[config.mk]
export PLATFORM = sky130hd
export DESIGN_NAME = cordic_rr_scheduler
export DESIGN_NICKNAME = d
export VERILOG_FILES = /design/src/rtl/cordic_rr_scheduler.sv
export SDC_FILE = /design/constraint.sdc
export NUM_CORES = 1
export LEC_CHECK = 0
export ABC_AREA = 1
export CORE_MARGIN = 2
export CORE_UTILIZATION = 56
export DETAILED_ROUTE_END_ITERATION = 12
export GPL_TIMING_DRIVEN = 0
export PLACE_DENSITY = 0.8
export SLEW_MARGIN = 25
export SYNTH_ARGS = -nofsm -noshare
export SYNTH_HDL_FRONTEND = slang
export SYNTH_SLANG_ARGS = --single-unit
[constraint.sdc]
create_clock -name clk -period 4.3 [get_ports clk]
set_input_delay 0.645 -clock clk [delete_from_list [all_inputs] [get_ports clk]]
set_output_delay 0.645 -clock clk [all_outputs]
set_load 0.1 [all_outputs]
[src/rtl/cordic_rr_scheduler.sv]
// cordic_rr_scheduler: round-robin sharing of one pipelined CORDIC with tag pipe, credit control and FWFT result FIFO.
// Define CORDIC_RR_SCHEDULER_CHECK_EN to add the sticky err output.
module cordic_rr_scheduler #(
    parameter int NREQ       = 4,
    parameter int LATENCY    = 15,
    parameter int FIFO_DEPTH = 16,
    parameter int IDW        = $clog2(NREQ)
) (
    input  logic               clk,
    input  logic               reset_n,
    input  logic [NREQ-1:0]    req_valid,
    output logic [NREQ-1:0]    req_ready,
    input  logic [16*NREQ-1:0] req_x,
    input  logic [16*NREQ-1:0] req_y,
    input  logic [16*NREQ-1:0] req_theta,
    output logic               cor_start,
    output logic [15:0]        cor_x,
    output logic [15:0]        cor_y,
    output logic [15:0]        cor_theta,
    input  logic               cor_done,
    input  logic [15:0]        cor_xprime,
    input  logic [15:0]        cor_yprime,
    output logic               res_valid,
    input  logic               res_ready,
    output logic [IDW-1:0]     res_id,
    output logic [15:0]        res_x,
    output logic [15:0]        res_y
`ifdef CORDIC_RR_SCHEDULER_CHECK_EN
    ,
    output logic               err
`endif
);
    localparam int AW = $clog2(FIFO_DEPTH);
    localparam int CW = $clog2(FIFO_DEPTH + 1);

    logic [CW-1:0]  outstanding;
    logic [IDW-1:0] ptr, win, idx, issue_id;
    logic           found, can_issue, xfer, pop, push, full, empty;
    logic [15:0]    sel_x, sel_y, sel_t;
    logic [AW:0]    wr_ptr, rd_ptr;
    logic [IDW-1:0] mem_id [FIFO_DEPTH];
    logic [15:0]    mem_x  [FIFO_DEPTH];
    logic [15:0]    mem_y  [FIFO_DEPTH];
    logic [IDW-1:0] tag_id [LATENCY];

    always_comb begin
        found = 1'b0;
        win   = '0;
        idx   = '0;
        for (int i = 1; i <= NREQ; i++) begin
            idx = IDW'((int'(ptr) + i) % NREQ);
            if (!found && req_valid[idx]) begin
                found = 1'b1;
                win   = idx;
            end
        end
    end

    always_comb begin
        sel_x = '0;
        sel_y = '0;
        sel_t = '0;
        for (int k = 0; k < NREQ; k++) begin
            if (IDW'(k) == win) begin
                sel_x = req_x[16*k +: 16];
                sel_y = req_y[16*k +: 16];
                sel_t = req_theta[16*k +: 16];
            end
        end
    end

    // Grants are masked during reset so nothing is offered while the block is held.
    assign can_issue = outstanding < CW'(FIFO_DEPTH);
    assign req_ready = (reset_n && can_issue && found) ? NREQ'(1) << win : '0;
    assign xfer      = |(req_valid & req_ready);
    assign empty     = wr_ptr == rd_ptr;
    assign full      = (wr_ptr - rd_ptr) == (AW+1)'(FIFO_DEPTH);
    assign res_valid = !empty;
    assign pop       = res_valid && res_ready;
    assign push      = cor_done && (!full || pop);
    assign res_id    = empty ? '0 : mem_id[rd_ptr[AW-1:0]];
    assign res_x     = empty ? '0 : mem_x[rd_ptr[AW-1:0]];
    assign res_y     = empty ? '0 : mem_y[rd_ptr[AW-1:0]];

    always_ff @(posedge clk or negedge reset_n) begin
        if (!reset_n) begin
            cor_start   <= 1'b0;
            cor_x       <= '0;
            cor_y       <= '0;
            cor_theta   <= '0;
            issue_id    <= '0;
            ptr         <= IDW'(NREQ - 1);
            outstanding <= '0;
            wr_ptr      <= '0;
            rd_ptr      <= '0;
            for (int i = 0; i < LATENCY; i++) tag_id[i] <= '0;
        end else begin
            cor_start <= xfer;
            if (xfer) begin
                cor_x     <= sel_x;
                cor_y     <= sel_y;
                cor_theta <= sel_t;
                issue_id  <= win;
                ptr       <= win;
            end
            tag_id[0] <= issue_id;
            for (int i = 1; i < LATENCY; i++) tag_id[i] <= tag_id[i-1];
            outstanding <= outstanding + CW'(xfer) - CW'(pop);
            if (push) wr_ptr <= wr_ptr + 1'b1;
            if (pop) rd_ptr <= rd_ptr + 1'b1;
        end
    end

    always_ff @(posedge clk) begin
        if (push) begin
            mem_id[wr_ptr[AW-1:0]] <= tag_id[LATENCY-1];
            mem_x[wr_ptr[AW-1:0]]  <= cor_xprime;
            mem_y[wr_ptr[AW-1:0]]  <= cor_yprime;
        end
    end

`ifdef CORDIC_RR_SCHEDULER_CHECK_EN
    logic tag_v [LATENCY];

    always_ff @(posedge clk or negedge reset_n) begin
        if (!reset_n) begin
            err <= 1'b0;
            for (int i = 0; i < LATENCY; i++) tag_v[i] <= 1'b0;
        end else begin
            tag_v[0] <= cor_start;
            for (int i = 1; i < LATENCY; i++) tag_v[i] <= tag_v[i-1];
            if ((cor_done != tag_v[LATENCY-1]) || (cor_done && full && !pop)) err <= 1'b1;
        end
    end
`endif
endmodule

## Word-level counts from Yosys, hierarchy flattened

Memories as Yosys holds them, arrays and structs flattened.
Index checks and enable logic that the tools add are counted.
W data, S select, Z words.

- $mul: 0
- Div/mod/pow operators: 0
- Muxes and demuxes: 34
- Add/sub/neg operators: 9
- Reductions and logical operators: 15
- Eq/ne operators: 5
- Shift-type cells: 1
- Bitwise logic cells: 1
- Magnitude comparators: 5

Operator list:

| kind | count |
|---|---|
| $mux W16 | 14 |
| $lt A2 B3 Y1 const B | 4 |
| $add A5 B1 Y5 const B | 2 |
| $mux W1 | 10 |
| $mux W2 | 5 |
| $bmux W1 S2 | 4 |
| $logic_and A1 B1 Y1 | 7 |
| $add A5 B1 Y5 | 1 |
| $eq A5 B5 Y1 | 1 |
| $eq A5 B5 Y1 const B | 1 |
| $logic_not A1 Y1 | 5 |
| $lt A5 B5 Y1 const B | 1 |
| $sub A5 B1 Y5 | 1 |
| $sub A5 B5 Y5 | 1 |
| $add A2 B1 Y2 const B | 2 |
| $add A2 B2 Y2 const B | 2 |
| $and A4 B4 Y4 | 1 |
| $eq A2 B2 Y1 const A | 2 |
| $mux W4 | 1 |
| $reduce_or A4 Y1 | 1 |
| $shl A1 B2 Y4 const A | 1 |
| $eq A1 B2 Y1 const A | 1 |
| $logic_not A2 Y1 | 1 |
| $logic_or A1 B1 Y1 | 1 |

- Logic and storage cells: 97
- Bits in latches: 0
- Memories kept: 3
- Flip-flop bits (word level): 98
- Input port bits: 232
- Output and inout port bits: 88
- RAM bits: 544
- Bits in read-only memories: 0

Memories:

| memory | words | bits a word | rd ports | clocked after memory_dff | write ports | line | text |
|---|---|---|---|---|---|---|---|
| mem_x | 16 | 16 | 1 | 0 | 1 | 42 | `logic [15:0] mem_x [FIFO_DEPTH];` |
| mem_y | 16 | 16 | 1 | 0 | 1 | 43 | `logic [15:0] mem_y [FIFO_DEPTH];` |
| mem_id | 16 | 2 | 1 | 0 | 1 | 41 | `logic [IDW-1:0] mem_id [FIFO_DEPTH];` |

## Depth between registers and ports, before layout

Gate-level depths: netlist of the first run.

- Depth in word-level cells: 19
- Gate-level depth with buffers: 18
- Mapped depth without buffers: 16

## Worst setup path after synthesis of the first run

No wires, ideal clock.

- Path kind: register -> output
- Start: register rd_ptr[1]
- End: output port res_x[0]
- Cell stages (with the launch flop): 11
- Arrival: 4149 ps
- Data required time: 3655 ps
- Slack: -494 ps
- Cell sequence: dfrtp_1 inv_1 clkbuf_1 clkbuf_1 ha_1 nand2_1 inv_1 nand2_1 clkinv_1 clkbuf_1 a31oi_1

- Word-level cells in the longest chain between the ends: 2
- Elaborated cells between the ends (all ways): 3

Ends and longest elaborated chain:

| item | line | text |
|---|---|---|
| start, declared | 40 | `logic [AW:0] wr_ptr, rd_ptr;` |
| start signal, assigned | 110 | `if (pop) rd_ptr <= rd_ptr + 1'b1;` |
| $mem_v2 Z16 W16 or $eq A5 B5 Y1 (tied branches) | - |  |
| $mux W16 (*) | 82 | `assign res_x = empty ? '0 : mem_x[rd_ptr[AW-1:0]];` |
| end, declared | 26 | `output logic [15:0] res_x,` |

Every way passes the cells marked *; elsewhere a longest branch is shown, timed or not.

## Worst setup path after layout of the first run

- Start: register rd_ptr[1]
- End: output port res_y[15]

- Word-level cells in the longest chain between the ends: 2
- Elaborated cells between the ends (all ways): 3

Ends and longest elaborated chain:

| item | line | text |
|---|---|---|
| $mem_v2 Z16 W16 or $eq A5 B5 Y1 (tied branches) | - |  |
| $mux W16 (*) | 83 | `assign res_y = empty ? '0 : mem_y[rd_ptr[AW-1:0]];` |
| end, declared | 27 | `output logic [15:0] res_y` |

Marked as above.

==> out/metrics.csv, run 1 <==
stage,metric,value,unit
synth,synth-seq-cells,642,
global_route,use_met3,9.81,%
finish,final-seq-area,18800,um^2
placement,hpwl,65500,um
sta,whs,0.349,ns
floorplan,dieWidth,221,um
synth,synthDistinctLibCells,34,
flow_run,max-cap-violations,0,
critical_path,cp.arrival,3.71,ns
critical_path,cp_slowest_cell,clkbuf_1,
cts,insertion_delay,0.63,ns
floorplan,start_util,56.8,%
placement,gp_congestion,0.989,
cts,tritoncts,yes,
outcome,violations,setup timing,
sta,slew_headroom,25.4,%
sta,period_needed,4.36,ns
finish,final_cell_mix,"544 x edfxtp_1, 335 x nand2_1, 284 x o21ai_0",
drt,final_antenna_net_count,0,
cts,cts.sinks,642,
critical_path,startpoint_type,flip-flop,
synth,synth-edff-count,544,
global_route,grt_max_degree,49,
drt,num_vias,21400,
critical_path,cp_cell_sequence,"inv_1, clkbuf_1, clkbuf_1, o21ai_0, o221ai_1, nand3_1, a31oi_1, buf_4",
finish,final_common_cell,edfxtp_1,
synth,syn_nets,2474,
sta,slew_violations,0,
synth,ys_seq_area_share,71.1,%
synth,ys_warn_count,0,
critical_path,criticalPathCategory,reg -> out,
cts,htreeDepth,2,
drt,wl_per_cell,28.6,um
sta,setup_viol,3,
worst_hold_path,hold_path.class,reg -> reg,
drt,firstDrtPassIters,7,
floorplan,core_area,46600,um^2
finish,drive_gt1_share,10.8,%
critical_path,endpoint_kind,primary output,
sta,max_freq,0.230,GHz
global_route,grt_use_total,37.7,%
global_route,grt-busiest-layer,met2,
drt,drt_iter0_drc,3324,
synth,async_reset_ff_share,15.3,%
global_route,grt_use_met2,63.1,%
global_route,grt_pass1_vias,21500,
synth,yosys.area.top_type,edfxtp_1,
critical_path,cpMostUsedCell,clkbuf_1,
sta,fin_crit_sh,101,%
finish,fill_cells,3012,
outcome,status,"finished, violations left",
floorplan,io_pins,320,
placement,io_buffers,319,
sta,fin_skew,0.0191,ns
drt,via_per_inst,6.47,
critical_path,required,3.65,ns
finish,final_nets,2897,
worst_hold_path,hold_path_depth,0,
drt,drt_wl_total,94600,um
synth,syn_area_per_cell,11.9,um^2
global_route,grt_overflow,0,
cts,clockBufferDepth,3,
global_route,use_met1,42.7,%
global_route,grt_pass1_wl,135000,um
floorplan,die_area,48900,um^2
finish,multiInputGateArea,6880,um^2
finish,area_delta_synth_final,26.5,%
synth,netlist_top_cells_area,"edfxtp_1 62%, dfrtp_1 9.1%, o21ai_0 5.4%",
synth,synth_cells,2227,
floorplan,fp.dieH,221,um
synth,syn_area,26400,um^2
synth,ys.flop_type,edfxtp_1,
global_route,antenna_found_initial,5,
cts,clk_pin_slew,0.07,ns
cts,cts_buffers,61,
drt,drc,0,
cts,ctsRootBufferMaster,clkbuf_16,
critical_path,reg2regPathDepth,16,
sta,hold_viol_final,0,
critical_path,path_max_fanout,10,
critical_path,cp_slowest_stage_delay,0.55,ns
sta,worst-slew-pin-transition,1.12,ns
sta,setup_ws,-0.0563,ns
floorplan,rows,79,
synth,yosysTopAreaCellShare,61.8,%
critical path, delay by kind of cell (launching register included):
kind,cells,cell delay [ns]
buffers and inverters,4,1.59
AOI/OAI and AO/OA,3,0.89
DFF,1,0.44
and+or+nand+nor,1,0.15
metrics by stage:
stage | utilization, % | instance area (um^2) | cells | setup slack (ns) | TNS, ns
finish | 71.8 | 33400 | 3312 | -0.0563 | -0.133
detailed placement | 66.9 | 31100 | 3179 | -1.22 | -164.67
floorplan | - | 26500 | 2227 | -0.494 | -16.02
global route | 71.8 | 33400 | 3310 | -0.148 | -0.319
global placement | 65.3 | 30400 | 3153 | -3.65 | -928.29
CTS | 71.2 | 33100 | 3297 | -0.00850 | -0.00850
metal layers:
| metal | vias to the layer above | routed length (um) | part of all wire, % |
|---|---|---|---|
| li1 | 8974 | - | - |
| met1 | 10100 | 29700 | 31 |
| met2 | 1931 | 45300 | 48 |
| met3 | 421 | 11900 | 13 |
| met4 | 8 | 7690 | 8.1 |
| met5 | - | 52 | 0.055 |
logic make-up after synthesis:
group / count (synthesis) / synth area share [%]
buffers and inverters: 222 / 3.48
flip-flops: 642 / 71.1
AND/OR/NAND/NOR: 840 / 13.4
XOR/XNOR: 14 / 0.464
adder cells (fa/ha/maj): 15 / 0.739
AO/OA/AOI/OAI: 494 / 10.8
path summary, 6_finish.rpt:
kind	start	to	slack [ns]
worst max register to register	rd_ptr[1]	mem_y[8][5]	0.13
worst min register to register	tag_id[24]	tag_id[22]	0.35
min in group asynchronous	reset_n	ptr[1]	0.57
worst max-delay path	rd_ptr[1]	res_y[15]	-0.06
max in group asynchronous	reset_n	cor_y[15]	2.50
worst min-delay path	tag_id[24]	tag_id[22]	0.35
final cells by class:
| class | count | share of cell area, % |
|---|---|---|
| Clock buffer | 92 | 5.40 |
| Antenna cell | 2 | 0.0150 |
| Tap cell | 607 | 2.27 |
| Multi-Input combinational cell | 1363 | 20.6 |
| Buffer | 157 | 2.19 |
| Clock inverter | 24 | 0.468 |
| Sequential cell | 642 | 56.2 |
| Timing Repair Buffer | 361 | 12.1 |
| Inverter | 64 | 0.745 |
synthesized netlist by cell type (6+ instances only):
library cell / n
edfxtp_1: 544
nand2_1: 335
nor2_1: 297
o21ai_0: 284
nand3_1: 122
clkbuf_1: 113
dfrtp_1: 96
o22ai_1: 84
nand4_1: 66
inv_1: 53
o221ai_1: 52
a31oi_1: 34
buf_2: 24
o21ai_1: 17
o211ai_1: 16
ha_1: 14
buf_1: 12
xor2_1: 11
nand2_2: 7
nand3b_1: 6
what timing repair did:
item	CTS	global route
pin swaps	0	10
resized for setup	281	55
endpoints found under the hold margin	13	0
setup endpoints to repair	584	221
buffers inserted	0	13
hold buffers	3	0
sequential cells by signal, summed over array words and instances, names as in the netlist:
signal	count
cor_start	1
cor_theta	16
cor_x	16
cor_y	16
issue_id	2
mem_id	32
mem_x	256
mem_y	256
outstanding	5
ptr	2
rd_ptr	5
tag_id	30
wr_ptr	5
Power of run 1 is left out: the tool's default activity adds up to more than one toggle a clock period on the data nets, which glitch-free logic cannot reach.
==> run 2: changes to the inputs <==
Settings changed: CTS_CLUSTER_DIAMETER from default to 200, SKIP_LAST_GASP from default to 1.
==> run 2 against run 1 <==
Critical path depth rose by 3. Die area is the same. Sequential share of layout area hardly changed. Via count rose by 0.16%. The flow still finishes with violations (setup timing). Core utilization barely moved. Wire length barely moved.
==> out/metrics.csv, run 2 (synthesis gave the netlist of run 1 again) <==
stage,metric,value,unit
sta,slew_headroom,25.8,%
finish,final_common_cell,edfxtp_1,
sta,fin_skew,0.0242,ns
critical_path,endpoint_kind,primary output,
finish,area_delta_synth_final,26.5,%
outcome,violations,setup timing,
placement,gp_congestion,0.989,
cts,clk_pin_slew,0.07,ns
finish,final_cell_mix,"544 x edfxtp_1, 335 x nand2_1, 284 x o21ai_0",
critical_path,path_max_fanout,10,
cts,clockBufferDepth,3,
global_route,grt_overflow,0,
global_route,grt_pass1_vias,21500,
finish,stdcell_count,3311,
floorplan,dieWidth,221,um
critical_path,startpoint_type,flip-flop,
flow_run,max-cap-violations,0,
placement,dp_cells,3179,
drt,drt_iter0_drc,3226,
cts,htreeDepth,2,
sta,worst-slew-pin-transition,1.11,ns
cts,cts.sinks,642,
sta,period_needed,4.38,ns
sta,rsz0062_at_grt,yes,
global_route,grt_use_total,37.7,%
sta,max_freq,0.228,GHz
sta,hold_viol_final,0,
floorplan,core_area,46600,um^2
floorplan,fp.dieH,221,um
sta,setup_ws,-0.0841,ns
floorplan,start_util,56.8,%
critical_path,cp.arrival,3.74,ns
sta,fin_crit_sh,102,%
drt,final_antenna_net_count,0,
floorplan,io_pins,320,
outcome,status,"finished, violations left",
global_route,antenna_found_initial,5,
global_route,grt_max_degree,49,
floorplan,rows,79,
floorplan,die_area,48900,um^2
global_route,grt_pass1_wl,135000,um
cts,ctsRootBufferMaster,clkbuf_16,
drt,num_vias,21500,
placement,dp_slack,-1.22,ns
cts,insertion_delay,0.63,ns
drt,firstDrtPassIters,7,
placement,hpwl,65500,um
drt,drt_wl_total,94700,um
cts,tritoncts,yes,
drt,via_per_inst,6.48,
finish,final_util,71.8,%
drt,drc,0,
sta,slew_violations,0,
critical_path,required,3.65,ns
cts,cts_buffers,61,
finish,drive_gt1_share,10.8,%
sta,setup_viol,8,
drt,wl_per_cell,28.6,um
worst_hold_path,hold_path.class,reg -> reg,
critical_path,criticalPathCategory,reg -> out,
placement,io_buffers,319,
finish,final_nets,2897,
==> run 2: worst max-delay path, cell delays in order, from the launching register on <==
cell and delay (ns):
dfrtp_1 0.44, inv_1 0.14, clkbuf_4 0.28, clkbuf_4 0.29
ha_1 0.27, nand2_1 0.11, inv_1 0.05, nand2_1 0.22
clkinv_2 0.28, buf_2 0.34, a31oi_2 0.32, buf_4 0.35
==> run 2: worst paths after layout <==
path                            start             to  slack, ns  cells after the start
hold / removal             tag_id[24]     tag_id[22]       0.35                      0
hold reg to reg            tag_id[24]     tag_id[22]       0.35                      0
min in group asynchronous     reset_n         ptr[1]       0.57                      2
max in group asynchronous     reset_n      cor_y[15]       2.53                      3
setup reg to reg            rd_ptr[1]  mem_x[12][10]       0.12                     16
setup / recovery            rd_ptr[1]       res_y[6]      -0.08                     11
==> run 2: through the flow <==
step | instance area (um^2) | TNS [ns] | hold WS, ns
6_report | 33400 | -0.265 | 0.348
5_1_grt | 33400 | -0.405 | 0.351
4_1_cts | 33100 | -0.0677 | 0.353
3_5_place_dp | 31100 | -164.67 | 0.335
3_3_place_gp | 30400 | -928.29 | 0.337
2_1_floorplan | 26500 | -16.02 | 0.331
==> run 2: timing repair <==
item | CTS | global route
pin swaps | 0 | 10
setup endpoints to repair | 584 | 221
endpoints found under the hold margin | 13 | 0
cloned | 0 | 0
hold buffers | 3 | 0
resized for setup | 278 | 61
setup buffers | 0 | 13
==> run 2: area by class of cell <==
cell class / instances / area, um^2
timing repair buffer: 361 / 4040
inverter: 64 / 249
fill: 3014 / 13100
tap: 607 / 759
clock inverter: 24 / 156
clock buffer: 92 / 1810
multi-input combinational: 1363 / 6880
sequential: 642 / 18800
antenna: 1 / 2.50
buffer: 157 / 734
==> run 2: layer usage <==
metal	track usage, %	part of all wire, %	vias up
li1	-	-	8977
met3	9.81	13	405
met2	63.1	48	1950
met4	25.4	8.2	8
met1	42.7	31	10100
met5	0	0.059	-
Power of run 2 is left out for the same reason.
